File: src/rtl/mips_defs.sv
// Shared encodings for the multicycle MIPS control path: FSM states, opcodes,
// ALUOp codes and the decoded per-state control word.
package mips_defs;

  typedef enum logic [3:0] {
    StFetch   = 4'd0,
    StDecode  = 4'd1,
    StMemAdr  = 4'd2,
    StMemRd   = 4'd3,
    StMemWb   = 4'd4,
    StMemWr   = 4'd5,
    StRtypeEx = 4'd6,
    StRtypeWb = 4'd7,
    StBeqEx   = 4'd8,
    StAddiEx  = 4'd9,
    StAddiWb  = 4'd10,
    StJEx     = 4'd11
  } state_e;

  localparam logic [5:0] OpRtype = 6'b000000;
  localparam logic [5:0] OpLw    = 6'b100011;
  localparam logic [5:0] OpSw    = 6'b101011;
  localparam logic [5:0] OpBeq   = 6'b000100;
  localparam logic [5:0] OpAddi  = 6'b001000;
  localparam logic [5:0] OpJ     = 6'b000010;

  localparam logic [1:0] AluOpAdd   = 2'b00;
  localparam logic [1:0] AluOpSub   = 2'b01;
  localparam logic [1:0] AluOpFunct = 2'b10;

  localparam logic [1:0] AluBReg    = 2'b00;
  localparam logic [1:0] AluBFour   = 2'b01;
  localparam logic [1:0] AluBImm    = 2'b10;
  localparam logic [1:0] AluBImmSh  = 2'b11;

  localparam logic [1:0] PcSrcAlu    = 2'b00;
  localparam logic [1:0] PcSrcAluOut = 2'b01;
  localparam logic [1:0] PcSrcJump   = 2'b10;

  typedef struct packed {
    logic       iord;
    logic       ir_write;
    logic       mem_write;
    logic       reg_write;
    logic       reg_dst;
    logic       mem_to_reg;
    logic       alu_src_a;
    logic [1:0] alu_src_b;
    logic [1:0] pc_src;
    logic [1:0] aluop;
    logic       pc_write;
    logic       branch;
  } ctrl_t;

  // States whose exit retires an instruction.
  function automatic logic is_retire(input logic [3:0] st);
    return (st == StMemWb) || (st == StMemWr) || (st == StRtypeWb) ||
           (st == StBeqEx) || (st == StAddiWb) || (st == StJEx);
  endfunction

endpackage

File: src/rtl/mips_mc_outdec.sv
// Combinational state-to-control decode for the multicycle MIPS FSM.
module mips_mc_outdec
  import mips_defs::*;
(
  input  logic [3:0] state,
  output logic       iord,
  output logic       ir_write,
  output logic       mem_write,
  output logic       reg_write,
  output logic       reg_dst,
  output logic       mem_to_reg,
  output logic       alu_src_a,
  output logic [1:0] alu_src_b,
  output logic [1:0] pc_src,
  output logic [1:0] aluop,
  output logic       pc_write,
  output logic       branch
);

  ctrl_t c;

  always_comb begin
    c = '0;
    case (state)
      StFetch: begin
        c.ir_write  = 1'b1;
        c.alu_src_b = AluBFour;
        c.pc_write  = 1'b1;
      end
      StDecode: c.alu_src_b = AluBImmSh;
      StMemAdr, StAddiEx: begin
        c.alu_src_a = 1'b1;
        c.alu_src_b = AluBImm;
      end
      StMemRd: c.iord = 1'b1;
      StMemWr: begin
        c.iord      = 1'b1;
        c.mem_write = 1'b1;
      end
      StMemWb: begin
        c.mem_to_reg = 1'b1;
        c.reg_write  = 1'b1;
      end
      StAddiWb: c.reg_write = 1'b1;
      StRtypeWb: begin
        c.reg_dst   = 1'b1;
        c.reg_write = 1'b1;
      end
      StRtypeEx: begin
        c.alu_src_a = 1'b1;
        c.aluop     = AluOpFunct;
      end
      StBeqEx: begin
        c.alu_src_a = 1'b1;
        c.aluop     = AluOpSub;
        c.pc_src    = PcSrcAluOut;
        c.branch    = 1'b1;
      end
      StJEx: begin
        c.pc_src   = PcSrcJump;
        c.pc_write = 1'b1;
      end
      default: c = '0;
    endcase
  end

  assign iord       = c.iord;
  assign ir_write   = c.ir_write;
  assign mem_write  = c.mem_write;
  assign reg_write  = c.reg_write;
  assign reg_dst    = c.reg_dst;
  assign mem_to_reg = c.mem_to_reg;
  assign alu_src_a  = c.alu_src_a;
  assign alu_src_b  = c.alu_src_b;
  assign pc_src     = c.pc_src;
  assign aluop      = c.aluop;
  assign pc_write   = c.pc_write;
  assign branch     = c.branch;

endmodule

File: src/rtl/mips_mc_control.sv
// Multicycle MIPS control FSM: state register, next-state logic, retired
// instruction counter and sticky illegal-opcode flag.
module mips_mc_control
  import mips_defs::*;
(
  input  logic        clk,
  input  logic        rst_n,
  input  logic [5:0]  opcode,
  input  logic        zero,
  output logic        iord,
  output logic        ir_write,
  output logic        mem_write,
  output logic        reg_write,
  output logic        reg_dst,
  output logic        mem_to_reg,
  output logic        alu_src_a,
  output logic [1:0]  alu_src_b,
  output logic [1:0]  pc_src,
  output logic [1:0]  ALUOp,
  output logic        pc_en,
  output logic [3:0]  state,
  output logic        illegal_op,
  output logic [15:0] instr_count
);

  state_e      state_q, state_d;
  logic [5:0]  op_q;
  logic [15:0] count_q;
  logic        illegal_q;
  logic        pc_write;
  logic        branch;
  logic        dec_illegal;

  always_comb begin
    state_d     = StFetch;
    dec_illegal = 1'b0;
    case (state_q)
      StFetch:  state_d = StDecode;
      StDecode: begin
        if (opcode == OpLw || opcode == OpSw) state_d = StMemAdr;
        else if (opcode == OpRtype)           state_d = StRtypeEx;
        else if (opcode == OpBeq)             state_d = StBeqEx;
        else if (opcode == OpAddi)            state_d = StAddiEx;
        else if (opcode == OpJ)               state_d = StJEx;
        else begin
          state_d     = StFetch;
          dec_illegal = 1'b1;
        end
      end
      // lw/sw split uses the opcode captured in DECODE, not the live input.
      StMemAdr:  state_d = (op_q == OpSw) ? StMemWr : StMemRd;
      StMemRd:   state_d = StMemWb;
      StRtypeEx: state_d = StRtypeWb;
      StAddiEx:  state_d = StAddiWb;
      default:   state_d = StFetch;
    endcase
  end

  always_ff @(posedge clk or negedge rst_n) begin
    if (!rst_n) begin
      state_q   <= StFetch;
      op_q      <= '0;
      count_q   <= '0;
      illegal_q <= 1'b0;
    end else begin
      state_q <= state_d;
      if (state_q == StDecode) op_q <= opcode;
      if (is_retire(state_q)) count_q <= count_q + 16'd1;
      if (dec_illegal) illegal_q <= 1'b1;
    end
  end

  mips_mc_outdec u_outdec (
    .state      (state_q),
    .iord       (iord),
    .ir_write   (ir_write),
    .mem_write  (mem_write),
    .reg_write  (reg_write),
    .reg_dst    (reg_dst),
    .mem_to_reg (mem_to_reg),
    .alu_src_a  (alu_src_a),
    .alu_src_b  (alu_src_b),
    .pc_src     (pc_src),
    .aluop      (ALUOp),
    .pc_write   (pc_write),
    .branch     (branch)
  );

  assign pc_en       = pc_write | (branch & zero);
  assign state       = state_q;
  assign instr_count = count_q;
  assign illegal_op  = illegal_q;

endmodule

File: config.mk
export PLATFORM = sky130hd
export DESIGN_NAME = mips_mc_control
export DESIGN_NICKNAME = d
export VERILOG_FILES = /design/src/rtl/mips_defs.sv /design/src/rtl/mips_mc_outdec.sv /design/src/rtl/mips_mc_control.sv
export SDC_FILE = /design/constraint.sdc
export NUM_CORES = 1
export LEC_CHECK = 0
export BUFFER_PORTS_ARGS = -buffer_cell sky130_fd_sc_hd__buf_2
export CAP_MARGIN = 20
export CORE_MARGIN = 5
export CORE_UTILIZATION = 51
export CTS_CLUSTER_SIZE = 28
export DETAILED_ROUTE_END_ITERATION = 8
export PLACE_DENSITY = 0.87
export REMOVE_ABC_BUFFERS = 1
export SKIP_CTS_REPAIR_TIMING = 1
export SLEW_MARGIN = 20
export SYNTH_ARGS = -nofsm -noshare
export SYNTH_HDL_FRONTEND = slang
export SYNTH_SLANG_ARGS = --single-unit
File: constraint.sdc
create_clock -name clk -period 2.2 [get_ports clk]
set_clock_uncertainty 0.15 [all_clocks]
set_input_delay 0.44 -clock clk [delete_from_list [all_inputs] [get_ports clk]]
set_output_delay 0.44 -clock clk [all_outputs]
set_load 0.05 [all_outputs]
# After elaboration in Yosys (flattened, before gate mapping)
# Index checks and enable logic that the tools add are counted.
# totals
ff_bits,27
input_bits,9
output_inout_bits,35
# classes
n_addsub,1
n_eq_ne,17
n_mux,25
n_bitwise,2
reduce_logical,13
# op_table
operator,count
4-bit case mux with 6 select lines,1
4-bit 2-to-1 mux,5
6-bit equality test (second input constant),3
16-bit by 1-bit adder with 16-bit output (second input constant),1
4-bit by 3-bit equality test with 1-bit output (second input constant),4
4-bit equality test (second input constant),4
1-bit 2-to-1 mux,15
4-bit by 2-bit equality test with 1-bit output (second input constant),2
2-bit case mux with 2 select lines,2
6-bit by 2-bit equality test with 1-bit output (second input constant),1
6-bit by 3-bit equality test with 1-bit output (second input constant),1
6-bit by 4-bit equality test with 1-bit output (second input constant),1
6-bit zero test,1
1-bit logical OR,6
2-bit case mux with 3 select lines,1
2-bit OR reduction,3
4-bit by 1-bit equality test with 1-bit output (second input constant),1
4-bit zero test,1
4-bit OR reduction,1
3-bit 2-to-1 mux,1
3-bit OR reduction,1
1-bit bitwise AND,1
1-bit OR,1

# Logic depth before layout (Yosys ltp)
# depth
depth_word,7
mapped_depth,6
ltp_nobuf,4

# Hierarchy
# Synthesis repeated with hierarchy kept, for this count alone.
# unflattened
cells_unflattened,146
hier_area_um2,1537.7
# modules_own_cells
module,instances,cells_per_inst,area_per_inst_um2
mips_mc_control,1,116,1337.5
mips_mc_outdec,1,30,200.2

# Worst setup path before layout
# OpenSTA, ideal clock, no wires.
# synth_timing
path_type,reg2out
start,"register state_q[3], in the netlist state[3]"
end,output port pc_src[0]
arrival_ns,2.647
setup_slack_ns,-1.037
path_stages_with_launch,5
n_path_buf,2
cell_sequence,dfrtp_1 -> clkbuf_1 -> nand2_1 -> nor3_1 -> buf_4
# synth_between
elab_chain_cells,2
word_cells_on_any_way,3
# synth_rtl
item,line_no,source
start: declaration,mips_mc_control.sv:26,"state_e state_q, state_d;"
start signal: assignment,mips_mc_control.sv:61,state_q <= StFetch;
start signal: assignment,mips_mc_control.sv:66,state_q <= state_d;
4-bit equality test,mips_mc_outdec.sv:24,case (state)
2-bit case mux with 2 select lines (*),mips_mc_outdec.sv:24,
end: declaration,mips_mc_control.sv:18,"output logic [1:0] pc_src,"
# Every way passes the cells marked *; elsewhere a longest branch is shown, timed or not.

# Final worst setup path
# layout_timing
start,"register state_q[1], in the netlist state[1]"
end,output port ir_write
# layout_between
elab_chain_cells,2
# layout_rtl
item,line_no,source
4-bit zero test,mips_mc_outdec.sv:24,
1-bit 2-to-1 mux,mips_mc_outdec.sv:24,
end: declaration,mips_mc_control.sv:11,"output logic ir_write,"
# No other way between the ends.

==> flow_summary.toml <==
[status]
outcome = "completed"

[sta]
maxSlewHeadroom = 0.5873
postLayoutSetupSlackWorst_ns = 0.02634
fin_tns_setup_ns = 0
finalCriticalPeriod_ns = 2.174
setup_violations = 0
tightest_slew_ns = 0.6190
report.final.slew_viol_count = 0
finalCritPeriodShare = 0.9880
fmax_ghz = 0.4601
rsz0062_at_grt = "true"
final_hold_viol_count = 0

[cts]
numCtsBuffers = 3
clk_path_buf_depth = 2
cts_sinks = 27
cts-root-buf = "clkbuf_4"
clk_pin_slew_worst_paths_ns = 0.16
clock_latency_ns = 0.33
cts_max_level = 1
cts_tree = "done"

[global_route]
grt_pass1_wl_mm = 5.892
grt_usage = 0.1722
grt-ovfl-total = 0
antenna_found_initial = 0
grt_max_degree = 28
grt_pass1_vias = 1351

[yosys]
ys_seq_elements = 27
netlist_area_um2 = 1541
syn_avg_cell_area_um2 = 10.63
async_flop_share = 1.000
netlist-cell-type-count = 45
synth_edf_count = 0
yosys_warnings = 0
synth.area.top_cells = "dfrtp_1 44%, xor2_1 6.3%, mux2_2 4.4%"
seq_area_frac_synth = 0.4383
yosysTopAreaCell = "dfrtp_1"
synthFlopType = "dfrtp_1"
synthCells = 145
synth_top_area_frac = 0.4383
yosys-top-cells-count = "27 x dfrtp_1, 11 x nand3_1, 11 x nor2_1, 11 x xor2_1"
yosysMostFrequentCell = "dfrtp_1"

[power_and_ir_drop]
totalPowerFinal_mw = 2.288
cellLeakagePower_nw = 0.9452
powerDensity_nw_per_um2 = 1195
irDropWorstVdd_v = 0.0009487

[route]
vias_per_cell = 5.982
routedWlPerCell_um = 15.71
via_count = 1352
route.detailed.drc = 0
first_pass_iters = 4
drt-total-wl_mm = 3.551
drt-initial-drc-count = 69
ant_nets = 0

[worst_setup_path]
crit_path_max_fanout = 8
crit_type = "reg2out"
cp-start-kind = "flip-flop"
required_ns = 1.61
end_kind = "output pin"
cp.arrival_ns = 1.58

[placed_design]
gp_congestion = 0.8841
pre_cts_ws_ns = 0.2758
port_buffers = 43
dp_cells = 219
place_area_um2 = 1794
dp_hpwl_mm = 2.507

[finish]
drive_gt1_frac = 0.4456
final_net_count = 204
finalNonFillerCells = 226
area_growth_pct = 24.19
n_antenna_cell = 0
stdcell_area_um2 = 1914

[floorplan]
die_h_um = 64.98
ios = 44
fp.dieW_um = 64.98
placementRows = 20
start_util = 0.5176
dieArea_um2 = 4222
core_um2 = 2978

[job]
drv_cap = 0

[min_path]
hp-class = "in2reg"
## kinds of logic (layout without fill, tap and decap cells)
family                     count (synthesis)  in the layout  synth area share
and+or+nand+nor                           62             62            0.2703
buffers and inverters                     10             58           0.03409
adders and majority gates                  1              1          0.008116
AOI/OAI and AO/OA                         21             21            0.1023
muxes                                      7              7           0.05032
DFF                                       27             27            0.4383
xor gates and xnor gates                  17             17           0.09659
## cells in the final DEF, fill, tap and decap left out, types with 2 or more instances in the layout
master	n
xnor2_1	6
buf_2	35
dfrtp_1	24
mux2_2	6
and2b_2	2
nor3_2	2
nor4_2	3
nand2b_2	3
buf_4	13
nand2_1	7
nor4_4	2
nor2_1	11
o21bai_1	2
buf_6	2
nand4_1	4
nor3_1	5
dfrtp_2	3
xor2_1	11
clkbuf_4	3
o21ai_0	3
a21oi_2	2
nand3_1	11
and4_1	2
inv_1	2
o32ai_1	2
## worst paths after layout
path | from | to | slack, ns | depth (start not counted)
max in group asynchronous | rst_n | state[3]$_DFF_PN0_ | 0.98 | 2
worst max register to register | state[3]$_DFF_PN0_ | instr_count[9]$_DFFE_PN0P_ | 0.40 | 6
min in group asynchronous | rst_n | instr_count[11]$_DFFE_PN0P_ | 0.48 | 2
worst max-delay path | state[1]$_DFF_PN0_ | ir_write | 0.03 | 3
worst min-delay path | opcode[4] | op_q[4]$_DFFE_PN0P_ | 0.22 | 2
worst min register to register | instr_count[15]$_DFFE_PN0P_ | instr_count[15]$_DFFE_PN0P_ | 0.32 | 1
## per-layer routing
| metal | track usage | vias to the layer above | share of wire |
|---|---|---|---|
| met3 | 0.03640 | 6 | 0.072 |
| met2 | 0.2976 | 58 | 0.51 |
| met5 | 0 | - | 0 |
| met1 | 0.2125 | 661 | 0.40 |
| li1 | - | 627 | - |
| met4 | 0.05541 | 0 | 0.013 |
## metrics by stage
stage	utilization	hold WS, ns
finish	0.6429	0.2219
global route	0.6429	0.2233
CTS	0.6126	-0.04637
detailed placement	0.6025	0.3002
global placement	0.6025	0.3009
floorplan	-	-0.005591
## report_power, final
part           switching, mW  leakage (nW)  internal, mW  total, mW
clock                  0.157        0.0139        0.0697      0.227
sequential             0.107         0.347         0.604      0.711
combinational          0.885         0.584         0.466       1.35
## flip-flops by register name, indices dropped and copies added, names as in the netlist
| register | flops |
|---|---|
| op_q | 6 |
| illegal_op | 1 |
| instr_count | 16 |
| state | 4 |
## worst max-delay path, cell delays in order (launching register included)
cell,delay [ns]
dfrtp_2,0.49
buf_4,0.19
nor4_1,0.31
buf_4,0.26
## final cells by class
class                      count  area [µm²]
clock inverter                 1       7.507
fill                         233        1064
inverter                       3       11.26
clock buffer                   3       22.52
tap                           33       41.29
timing repair buffer          51       305.3
multi-input combinational    108       847.1
sequential                    27       679.4
Note: power is estimated with default switching activity, not from simulation.
